<file path="config.mk">
export PLATFORM = sky130hd
export DESIGN_NAME = sargantana_icache_refill
export DESIGN_NICKNAME = d
export VERILOG_FILES = /design/src/rtl/sargantana_icache_pkg.sv /design/src/rtl/sargantana_icache_refill_victim_sel.sv /design/src/rtl/sargantana_icache_refill.sv
export SDC_FILE = /design/constraint.sdc
export NUM_CORES = 1
export LEC_CHECK = 0
export CELL_PAD_IN_SITES_DETAIL_PLACEMENT = 0
export CELL_PAD_IN_SITES_GLOBAL_PLACEMENT = 1
export CORE_AREA = 5 5 283 285
export CTS_CLUSTER_DIAMETER = 100
export DETAILED_ROUTE_END_ITERATION = 10
export DIE_AREA = 0 0 288 290
export PLACE_DENSITY_LB_ADDON = 0.15
export SETUP_SLACK_MARGIN = 0.2
export SLEW_MARGIN = 40
export SYNTH_ARGS = -nofsm -noshare
export SYNTH_HDL_FRONTEND = slang
export SYNTH_HIERARCHICAL = 1
export SYNTH_SLANG_ARGS = --single-unit
export TNS_END_PERCENT = 1
</file>
<file path="constraint.sdc">
create_clock -name clk_i -period 3.6 [get_ports clk_i]
set_clock_uncertainty 0.05 [all_clocks]
set_input_delay 0.72 -clock clk_i [delete_from_list [all_inputs] [get_ports clk_i]]
set_output_delay 0.72 -clock clk_i [all_outputs]
set_load 0.05 [all_outputs]
</file>
<file path="src/rtl/sargantana_icache_pkg.sv">
// ----------------------------------------------------------------------------
// sargantana_icache_pkg
// Shared types and constants for the instruction-cache refill engine.
//   - refill_state_e : refill FSM states
//   - N_BEATS        : memory beats per cache line (default geometry)
//   - BEAT_CNT_W     : width of the beat counter (default geometry)
//   - line_addr_t    : {tag, idx} line address (default geometry)
// ----------------------------------------------------------------------------
package sargantana_icache_pkg;

    localparam int unsigned ICACHE_DEF_N_WAY     = 4;
    localparam int unsigned ICACHE_DEF_TAG_WIDHT = 20;
    localparam int unsigned ICACHE_DEF_IDX_WIDTH = 6;
    localparam int unsigned ICACHE_DEF_LINE_W    = 512;
    localparam int unsigned ICACHE_DEF_BEAT_W    = 128;

    localparam int unsigned N_BEATS    = ICACHE_DEF_LINE_W / ICACHE_DEF_BEAT_W;
    localparam int unsigned BEAT_CNT_W = $clog2(N_BEATS);

    typedef enum logic [1:0] {
        REFILL_IDLE  = 2'd0,
        REFILL_REQ   = 2'd1,
        REFILL_FILL  = 2'd2,
        REFILL_WRITE = 2'd3
    } refill_state_e;

    typedef logic [ICACHE_DEF_TAG_WIDHT+ICACHE_DEF_IDX_WIDTH-1:0] line_addr_t;

endpackage

</file>
<file path="src/rtl/sargantana_icache_refill_victim_sel.sv">
// ----------------------------------------------------------------------------
// sargantana_icache_victim_sel
// Picks the way to overwrite on a refill. The lowest-index invalid way wins;
// when the set is full the way comes from a replacement source:
//   ICACHE_REFILL_LFSR_EN undefined : round-robin pointer, advanced by update_i
//   ICACHE_REFILL_LFSR_EN defined   : 8-bit Fibonacci LFSR stepping every cycle
// Ports:
//   clk_i, rstn_i   clock, async active-low reset
//   valid_bits_i    valid bits of the indexed set
//   update_i        a completed write used the pointer; advance it
//   way_o           one-hot victim way (combinational)
// ----------------------------------------------------------------------------
module sargantana_icache_victim_sel
    import sargantana_icache_pkg::*;
#(
    parameter int unsigned ICACHE_N_WAY = 4
) (
    input  logic                    clk_i,
    input  logic                    rstn_i,
    input  logic [ICACHE_N_WAY-1:0] valid_bits_i,
    input  logic                    update_i,
    output logic [ICACHE_N_WAY-1:0] way_o
);

    localparam int unsigned PTR_W = $clog2(ICACHE_N_WAY);

    logic [PTR_W-1:0] inv_idx_s;
    logic             inv_found_s;
    logic [PTR_W-1:0] repl_idx_s;
    logic [PTR_W-1:0] sel_idx_s;

`ifdef ICACHE_REFILL_LFSR_EN
    logic [7:0] lfsr_q;
    logic [7:0] lfsr_d;

    // LFSR next value: taps 8,6,5,4 shifted in at the bottom
    always_comb begin
        lfsr_d = {lfsr_q[6:0], lfsr_q[7] ^ lfsr_q[5] ^ lfsr_q[4] ^ lfsr_q[3]};
    end

    // LFSR register, free-running
    always_ff @(posedge clk_i or negedge rstn_i) begin
        if (!rstn_i) begin
            lfsr_q <= 8'h01;
        end else begin
            lfsr_q <= lfsr_d;
        end
    end

    assign repl_idx_s = lfsr_q[PTR_W-1:0];
`else
    logic [PTR_W-1:0] ptr_q;
    logic [PTR_W-1:0] ptr_d;

    // Round-robin pointer next value; wraps naturally since N_WAY is a power of two
    always_comb begin
        if (update_i) begin
            ptr_d = ptr_q + PTR_W'(1);
        end else begin
            ptr_d = ptr_q;
        end
    end

    // Round-robin pointer register
    always_ff @(posedge clk_i or negedge rstn_i) begin
        if (!rstn_i) begin
            ptr_q <= '0;
        end else begin
            ptr_q <= ptr_d;
        end
    end

    assign repl_idx_s = ptr_q;
`endif

    // Lowest-index invalid way search
    always_comb begin
        inv_found_s = 1'b0;
        inv_idx_s   = '0;
        for (int i = 0; i < int'(ICACHE_N_WAY); i++) begin
            if (!inv_found_s && !valid_bits_i[i]) begin
                inv_found_s = 1'b1;
                inv_idx_s   = PTR_W'(i);
            end else begin
                inv_found_s = inv_found_s;
            end
        end
    end

    // Final selection and one-hot encode
    always_comb begin
        if (inv_found_s) begin
            sel_idx_s = inv_idx_s;
        end else begin
            sel_idx_s = repl_idx_s;
        end
        way_o            = '0;
        way_o[sel_idx_s] = 1'b1;
    end

endmodule

</file>
<file path="src/rtl/sargantana_icache_refill.sv">
// ----------------------------------------------------------------------------
// sargantana_icache_refill
// Instruction-cache refill engine: accepts a lookup miss, requests the line
// from memory, assembles the response beats and writes tag+data+valid into
// the icache arrays in one cycle. Owns the only array write port.
// Optional feature macro: ICACHE_REFILL_LFSR_EN (LFSR victim for full sets).
// Ports:
//   clk_i, rstn_i            clock, async active-low reset
//   miss_*                   miss request from lookup (valid/ready, tag, idx,
//                            way_valid_bits_i sampled on acceptance)
//   flush_i                  cancels the current refill
//   mem_req_*                line request to memory ({tag, idx} address)
//   mem_rsp_*                response beats, lowest address first, error flag
//   wr_*                     array write strobe, one-hot way, idx, tag, line
//   done_o / err_o           end-of-refill pulse, qualified by error
// ----------------------------------------------------------------------------
module sargantana_icache_refill
    import sargantana_icache_pkg::*;
#(
    parameter int unsigned ICACHE_N_WAY = 4,
    parameter int unsigned TAG_WIDHT    = 20,
    parameter int unsigned IDX_WIDTH    = 6,
    parameter int unsigned LINE_WIDTH   = 512,
    parameter int unsigned BEAT_WIDTH   = 128
) (
    input  logic                           clk_i,
    input  logic                           rstn_i,
    input  logic                           miss_valid_i,
    output logic                           miss_ready_o,
    input  logic [TAG_WIDHT-1:0]           miss_tag_i,
    input  logic [IDX_WIDTH-1:0]           miss_idx_i,
    input  logic [ICACHE_N_WAY-1:0]        way_valid_bits_i,
    input  logic                           flush_i,
    output logic                           mem_req_valid_o,
    input  logic                           mem_req_ready_i,
    output logic [TAG_WIDHT+IDX_WIDTH-1:0] mem_req_addr_o,
    input  logic                           mem_rsp_valid_i,
    output logic                           mem_rsp_ready_o,
    input  logic [BEAT_WIDTH-1:0]          mem_rsp_data_i,
    input  logic                           mem_rsp_error_i,
    output logic                           wr_en_o,
    output logic [ICACHE_N_WAY-1:0]        wr_way_o,
    output logic [IDX_WIDTH-1:0]           wr_idx_o,
    output logic [TAG_WIDHT-1:0]           wr_tag_o,
    output logic [LINE_WIDTH-1:0]          wr_data_o,
    output logic                           done_o,
    output logic                           err_o
);

    localparam int unsigned LINE_BEATS = LINE_WIDTH / BEAT_WIDTH;
    localparam int unsigned CNT_W      = $clog2(LINE_BEATS);
    localparam logic [CNT_W-1:0] LAST_BEAT = CNT_W'(LINE_BEATS - 1);

    refill_state_e           state_q, state_d;
    logic                    ready_q, ready_d;
    logic [TAG_WIDHT-1:0]    tag_q, tag_d;
    logic [IDX_WIDTH-1:0]    idx_q, idx_d;
    logic [ICACHE_N_WAY-1:0] way_q, way_d;
    logic                    used_ptr_q, used_ptr_d;
    logic [CNT_W-1:0]        cnt_q, cnt_d;
    logic                    err_flag_q, err_flag_d;
    logic                    abort_q, abort_d;
    logic                    flush_done_q, flush_done_d;
    logic [LINE_WIDTH-1:0]   line_q, line_d;

    logic [ICACHE_N_WAY-1:0] victim_way_s;
    logic                    write_s;

    // A write happens only in WRITE with neither error nor abort recorded
    assign write_s = (state_q == REFILL_WRITE) && !err_flag_q && !abort_q;

    sargantana_icache_victim_sel #(
        .ICACHE_N_WAY (ICACHE_N_WAY)
    ) u_victim_sel (
        .clk_i        (clk_i),
        .rstn_i       (rstn_i),
        .valid_bits_i (way_valid_bits_i),
        .update_i     (write_s && used_ptr_q),
        .way_o        (victim_way_s)
    );

    // Refill FSM next-state and datapath next values
    always_comb begin
        state_d      = state_q;
        tag_d        = tag_q;
        idx_d        = idx_q;
        way_d        = way_q;
        used_ptr_d   = used_ptr_q;
        cnt_d        = cnt_q;
        err_flag_d   = err_flag_q;
        abort_d      = abort_q;
        flush_done_d = 1'b0;
        line_d       = line_q;

        case (state_q)
            REFILL_IDLE: begin
                // ready_q is low for one cycle after reset; flush blocks acceptance
                if (ready_q && miss_valid_i && !flush_i) begin
                    tag_d      = miss_tag_i;
                    idx_d      = miss_idx_i;
                    way_d      = victim_way_s;
                    used_ptr_d = &way_valid_bits_i;
                    cnt_d      = '0;
                    err_flag_d = 1'b0;
                    abort_d    = 1'b0;
                    state_d    = REFILL_REQ;
                end else begin
                    state_d = REFILL_IDLE;
                end
            end
            REFILL_REQ: begin
                if (mem_req_ready_i) begin
                    // Request is out: a flush now must still drain the beats
                    abort_d = abort_q | flush_i;
                    state_d = REFILL_FILL;
                end else if (flush_i) begin
                    flush_done_d = 1'b1;
                    state_d      = REFILL_IDLE;
                end else begin
                    state_d = REFILL_REQ;
                end
            end
            REFILL_FILL: begin
                abort_d = abort_q | flush_i;
                if (mem_rsp_valid_i) begin
                    line_d[cnt_q*BEAT_WIDTH +: BEAT_WIDTH] = mem_rsp_data_i;
                    err_flag_d = err_flag_q | mem_rsp_error_i;
                    cnt_d      = cnt_q + CNT_W'(1);
                    if (cnt_q == LAST_BEAT) begin
                        state_d = REFILL_WRITE;
                    end else begin
                        state_d = REFILL_FILL;
                    end
                end else begin
                    state_d = REFILL_FILL;
                end
            end
            REFILL_WRITE: begin
                state_d = REFILL_IDLE;
            end
            default: begin
                state_d = REFILL_IDLE;
            end
        endcase

        // Ready is registered so that it reads 0 while in reset
        ready_d = (state_d == REFILL_IDLE);
    end

    // State and datapath registers
    always_ff @(posedge clk_i or negedge rstn_i) begin
        if (!rstn_i) begin
            state_q      <= REFILL_IDLE;
            ready_q      <= 1'b0;
            tag_q        <= '0;
            idx_q        <= '0;
            way_q        <= '0;
            used_ptr_q   <= 1'b0;
            cnt_q        <= '0;
            err_flag_q   <= 1'b0;
            abort_q      <= 1'b0;
            flush_done_q <= 1'b0;
            line_q       <= '0;
        end else begin
            state_q      <= state_d;
            ready_q      <= ready_d;
            tag_q        <= tag_d;
            idx_q        <= idx_d;
            way_q        <= way_d;
            used_ptr_q   <= used_ptr_d;
            cnt_q        <= cnt_d;
            err_flag_q   <= err_flag_d;
            abort_q      <= abort_d;
            flush_done_q <= flush_done_d;
            line_q       <= line_d;
        end
    end

    assign miss_ready_o    = ready_q;
    assign mem_req_valid_o = (state_q == REFILL_REQ);
    assign mem_req_addr_o  = {tag_q, idx_q};
    assign mem_rsp_ready_o = (state_q == REFILL_FILL);
    assign wr_en_o         = write_s;
    assign wr_way_o        = way_q;
    assign wr_idx_o        = idx_q;
    assign wr_tag_o        = tag_q;
    assign wr_data_o       = line_q;
    // Early flush from REQ reports completion in the following IDLE cycle
    assign done_o          = (state_q == REFILL_WRITE) || flush_done_q;
    assign err_o           = (state_q == REFILL_WRITE) && err_flag_q;

endmodule
</file>
# --- After elaboration in Yosys (flattened, before gate mapping) ---
# Index checks and enable logic that the tools add are counted.
totals:
  regBits: 553
  input_bits: 165
  out_inout_bits: 574
  word_cells: 84
classes:
  n_addsub: 3
  n_lt_le_gt_ge: 2
  eq_ne: 7
  shift: 2
  muxes: 28
  n_bitwise: 2
  n_reduce_logical: 28
op_table:
  columns: ["cell", "count"]
  rows:
  - ["$bwmux W512", 1]
  - ["$shift A128 B34 Y512 const A", 1]
  - ["$shiftx A128 B34 Y512", 1]
  - ["$neg A9 Y34", 1]
  - ["$mux W1", 15]
  - ["$mux W2", 7]
  - ["$logic_and A1 B1 Y1", 10]
  - ["$logic_not A1 Y1", 8]
  - ["$pmux W2 S4", 1]
  - ["$eq A2 B2 Y1 const B", 3]
  - ["$reduce_and A3 Y1", 2]
  - ["$add A2 B1 Y2 const B", 2]
  - ["$logic_not A2 Y1", 2]
  - ["$ne A2 B2 Y1 const B", 2]
  - ["$pmux W2 S2", 1]
  - ["$reduce_and A2 Y1", 2]
  - ["$reduce_and A4 Y1", 1]
  - ["$lt A2 B3 Y1 const B", 1]
  - ["$pmux W1 S3", 1]
  - ["$reduce_bool A3 Y1", 1]
  - ["$demux W1 S2", 1]
  - ["$eq A2 B1 Y1 const B", 1]
  - ["$ge A2 B1 Y1 const B", 1]
  - ["$ne A2 B1 Y1 const B", 1]
  - ["4 further kinds", 5]

# --- Longest topological paths before layout ---
logic_depth:
  word_depth: 14
  mapped_depth: 8
  mapped_depth_nobuf: 5

# --- Hierarchy ---
# The synthesis kept the hierarchy.
by_module_without_submodules:
  columns: ["module", "instances", "cells_per_inst", "area_each_um2", "seq_area_each_um2"]
  rows:
  - ["sargantana_icache_refill", 1, 1361, 20283.2, 13788.2]
  - ["sargantana_icache_victim_sel", 1, 16, 136.4, 50.0]

# --- Least setup slack after synthesis ---
# Ideal clock, no wire load.
synth_path:
  path_kind: "register to output"
  from: "register state_q[0]"
  to: "output wr_en_o"
  arrival_time_ns: 1.762
  required_ns: 2.830
  setup_slack_ns: 1.068
  path_stages_with_launch: 3
  n_path_buf: 0
  path_cell_list: "dfrtp_1 -> ha_1 -> nor3b_1"
synth_via:
  elab_chain_len: 3
synth_rtl:
  columns: ["element", "line", "rtl"]
  rows:
  - ["start, declared", "sargantana_icache_refill.sv:54", "refill_state_e state_q, state_d;"]
  - ["start signal, assigned", "sargantana_icache_refill.sv:165", "state_q <= state_d;"]
  - ["$eq A2 B2 Y1", "sargantana_icache_refill.sv:70", "assign write_s = (state_q == REFILL_WRITE) && !err_flag_q && !abort_q;"]
  - ["$logic_and A1 B1 Y1 (2 in a row)", "sargantana_icache_refill.sv:70", null]
  - ["end, declared", "sargantana_icache_refill.sv:41", "output logic wr_en_o,"]
# No other way between the ends.

# --- Final worst setup path ---
layout_path:
  from: "register state_q[0]"
  to: "output mem_rsp_ready_o"
layout_via:
  elab_chain_len: 1
layout_rtl:
  columns: ["element", "line", "rtl"]
  rows:
  - ["$eq A2 B2 Y1", "sargantana_icache_refill.sv:182", "assign mem_rsp_ready_o = (state_q == REFILL_FILL);"]
  - ["end, declared", "sargantana_icache_refill.sv:38", "output logic mem_rsp_ready_o,"]
# No other way between the ends.

==> out/summary.txt <==
compound-cell area share of the yosys netlist -> 22.52%
Post-DRT Antenna Nets -> 0
Least-Margin Pin Slew -> 0.8295 ns
Mapped Avg Cell Area -> 14.83 µm²
post-synthesis net count -> 1553
largest net degree at the start of global routing -> 89
fin worst setup slack -> 0.4080 ns
Peak VDD IR -> 0.3866 mV
grt met3 use -> 5.887%
vias in the first global route -> 16503
PortBufs -> 738
post-synthesis async set-or-reset flop share -> 100.0%
WL final -> 87660 µm
PostCTS Resize Cnt -> 0
RSZ-0062 raised after global routing -> false
Max transition margin -> 44.70%
Clock Latency Late Sink -> 0.58 ns
final worst-path cycle share -> 88.67%
CTS root buf -> clkbuf_16
Post-CTS Hold Buffers -> 0
Final Max Tran Viols -> 0
cell taking the most area after synthesis -> dfrtp_1
Max-Cap Viols -> 0
via count -> 15501
DRC violations left -> 0
critical-path maximum fanout -> 9
initial antenna violation count -> 7
Clock transition at path regs -> 0.06 ns
dpl ws -> 0.6762 ns
Pre-antenna DRT Iters -> 4
sequential share of power -> 30.1%
IO Pins -> 739
register area share after synthesis -> 67.77%
# setup viols final -> 0
XOR/XNOR share of the synthesized area -> 0.08578%
Clk network pwr share -> 24.1%
most common cell after layout, fill and taps aside -> clkdlybuf4s50_1
nets@finish -> 2258
initial DRC count -> 738
GR Util met2 -> 34.25%
Worst setup EP type -> output pin
first-pass GRT wire length -> 125700 µm
clock tree from TritonCTS -> yes
core footprint -> 0.07708 mm²
CTS H-tree depth -> 3
Int Power -> 16.81 mW
GRT Overall Usage -> 20.15%
FILL cells -> 7318
Initial Utilization -> 26.49%
busiest grt layer -> met2
Syn Inst Count -> 1377
Core Rows -> 102
P&R area growth vs syn -> 53.21%
Synth Cell Area -> 0.02042 mm²
register area -> 0.01384 mm²
TritonCTS Buffers -> 68
Yosys cell types -> 41
Post-synth EDFFs -> 0
post-CTS setup buffers -> 0
multi-input logic area -> 0.005768 mm²
worst hold slack -> 0.09441 ns
met1 Usage GRT -> 24.62%
Combinational Power Share -> 45.8%
PD cells -> 948.4 mW/mm²
Post-Synth Adder-Cell Area -> 0.6740%
Worst Path Required -> 2.83 ns
Ys Warns -> 6
worst setup path category -> reg -> out
CTS max path bufs -> 3
Die Y -> 290 µm
Hold Fails Final Rpt -> 0
share of the synthesized area in the top cell type -> 67.77%
status -> completed
Via-to-Cell Ratio -> 4.879
Die Wd -> 288 µm
Arr. time, crit path -> 2.42 ns
#FFs+latches synth -> 553
ranking of synthesized cells by area -> dfrtp_1, a22o_1, nor2b_1
gp weighted congestion -> 0.8127
worst hold path type -> in -> async
CTS Sinks -> 553
Peak Freq -> 313.3 MHz
leakage dissipation -> 13.83 nW
Critical Path Start Type -> flip-flop
Detailed Place HPWL -> 60160 µm
wire per inst -> 27.59 µm
mux cell area share after synthesis -> 1.654%
post-layout min period -> 3.192 ns
share of layout cells above drive strength 1 -> 9.198%
Synth Flop Type -> dfrtp_1
most frequent cells in the layout -> clkdlybuf4s50_1, dfrtp_1, a22o_1, clkbuf_16, nor2b_1
Die Area -> 0.08352 mm²
Post-Synth Simple-Gate Area -> 3.009%
sw frac -> 43.35%
grt ovf -> 0
combinational family with the most area after synthesis -> compound AO/OA/AOI/OAI gates
switching power total -> 12.86 mW
setup TNS -> 0 ns
-- area by class of cell --
type,count,area share [%]
Timing Repair Buffer,782,25.52
Inverter,7,0.08399
Sequential cell,553,44.23
Tap cell,1040,4.159
Clock buffer,100,6.639
Antenna cell,6,0.04799
Multi-Input combinational cell,670,18.44
Clock inverter,19,0.8759
-- logic make-up after synthesis --
logic type | Yosys count
flops | 553
simple gates | 98
fa+ha+maj | 11
buf+inv | 154
xor+xnor | 2
compound gates | 529
mux | 30
-- metrics by stage --
stage | cells | cell area [µm²] | utilization (%) | power, mW
2_1_floorplan | 1377 | 20420 | - | 17.47
3_3_place_gp | 3052 | 28920 | 37.52 | 22.67
3_5_place_dp | 3052 | 28920 | 37.52 | 22.72
4_1_cts | 3171 | 31270 | 40.57 | 30.07
5_1_grt | 3175 | 31280 | 40.58 | 30.75
6_report | 3177 | 31290 | 40.59 | 29.67
-- synthesized netlist by cell type (3+ instances only) --
cell / number
mux2_2: 30
nor2_1: 4
and2_1: 4
nand4b_1: 3
a21oi_1: 3
dfrtp_1: 553
ha_1: 11
nand2_1: 10
clkbuf_1: 35
buf_2: 67
buf_4: 33
o21ai_0: 4
buf_6: 12
nand3b_1: 5
inv_1: 7
nand3_1: 3
a22o_1: 512
nor2b_1: 56
-- state kept, by name, indices dropped and copies added (netlist names) --
name,flops
abort_q,1
cnt_q,2
err_flag_q,1
flush_done_q,1
miss_ready_o,1
state_q,2
u_victim_sel/ptr_q,2
used_ptr_q,1
wr_data_o,512
wr_idx_o,6
wr_tag_o,20
wr_way_o,4
-- final timing paths --
kind / start / endpoint / slack (ns) / depth (start not counted)
min in group clk_i: wr_data_o[383]$_DFFE_PN0P_ / wr_data_o[383]$_DFFE_PN0P_ / 0.44 / 1
max reg2reg: cnt_q[0]$_DFFE_PN0P_ / wr_data_o[261]$_DFFE_PN0P_ / 0.81 / 6
min: rstn_i / wr_data_o[114]$_DFFE_PN0P_ / 0.09 / 1
min reg2reg: wr_data_o[383]$_DFFE_PN0P_ / wr_data_o[383]$_DFFE_PN0P_ / 0.44 / 1
max in group asynchronous: rstn_i / wr_data_o[33]$_DFFE_PN0P_ / 2.47 / 3
max: state_q[0]$_DFF_PN0_ / mem_rsp_ready_o / 0.41 / 3
-- metal layers --
metal,vias up,wire (µm)
met5,-,13
met4,2,2427
met3,115,6763
met2,586,43430
met1,8160,35030
li1,6638,-
-- worst max-delay path, cell delays in order (launching register included) --
cell	delay [ns]
dfrtp_1	0.43
inv_1	0.13
ha_1	0.37
clkdlybuf4s50_1	0.92
-- power by group through the flow --
stage	clock, mW	sequential (mW)	combinational (mW)
2_1_floorplan	0	14.6	2.88
3_3_place_gp	0	8.99	13.7
3_5_place_dp	0	8.99	13.7
4_1_cts	7.38	8.94	13.7
5_1_grt	7.59	9.15	14.0
6_report	7.15	8.94	13.6
No activity file was read; power rests on OpenSTA's default activity.
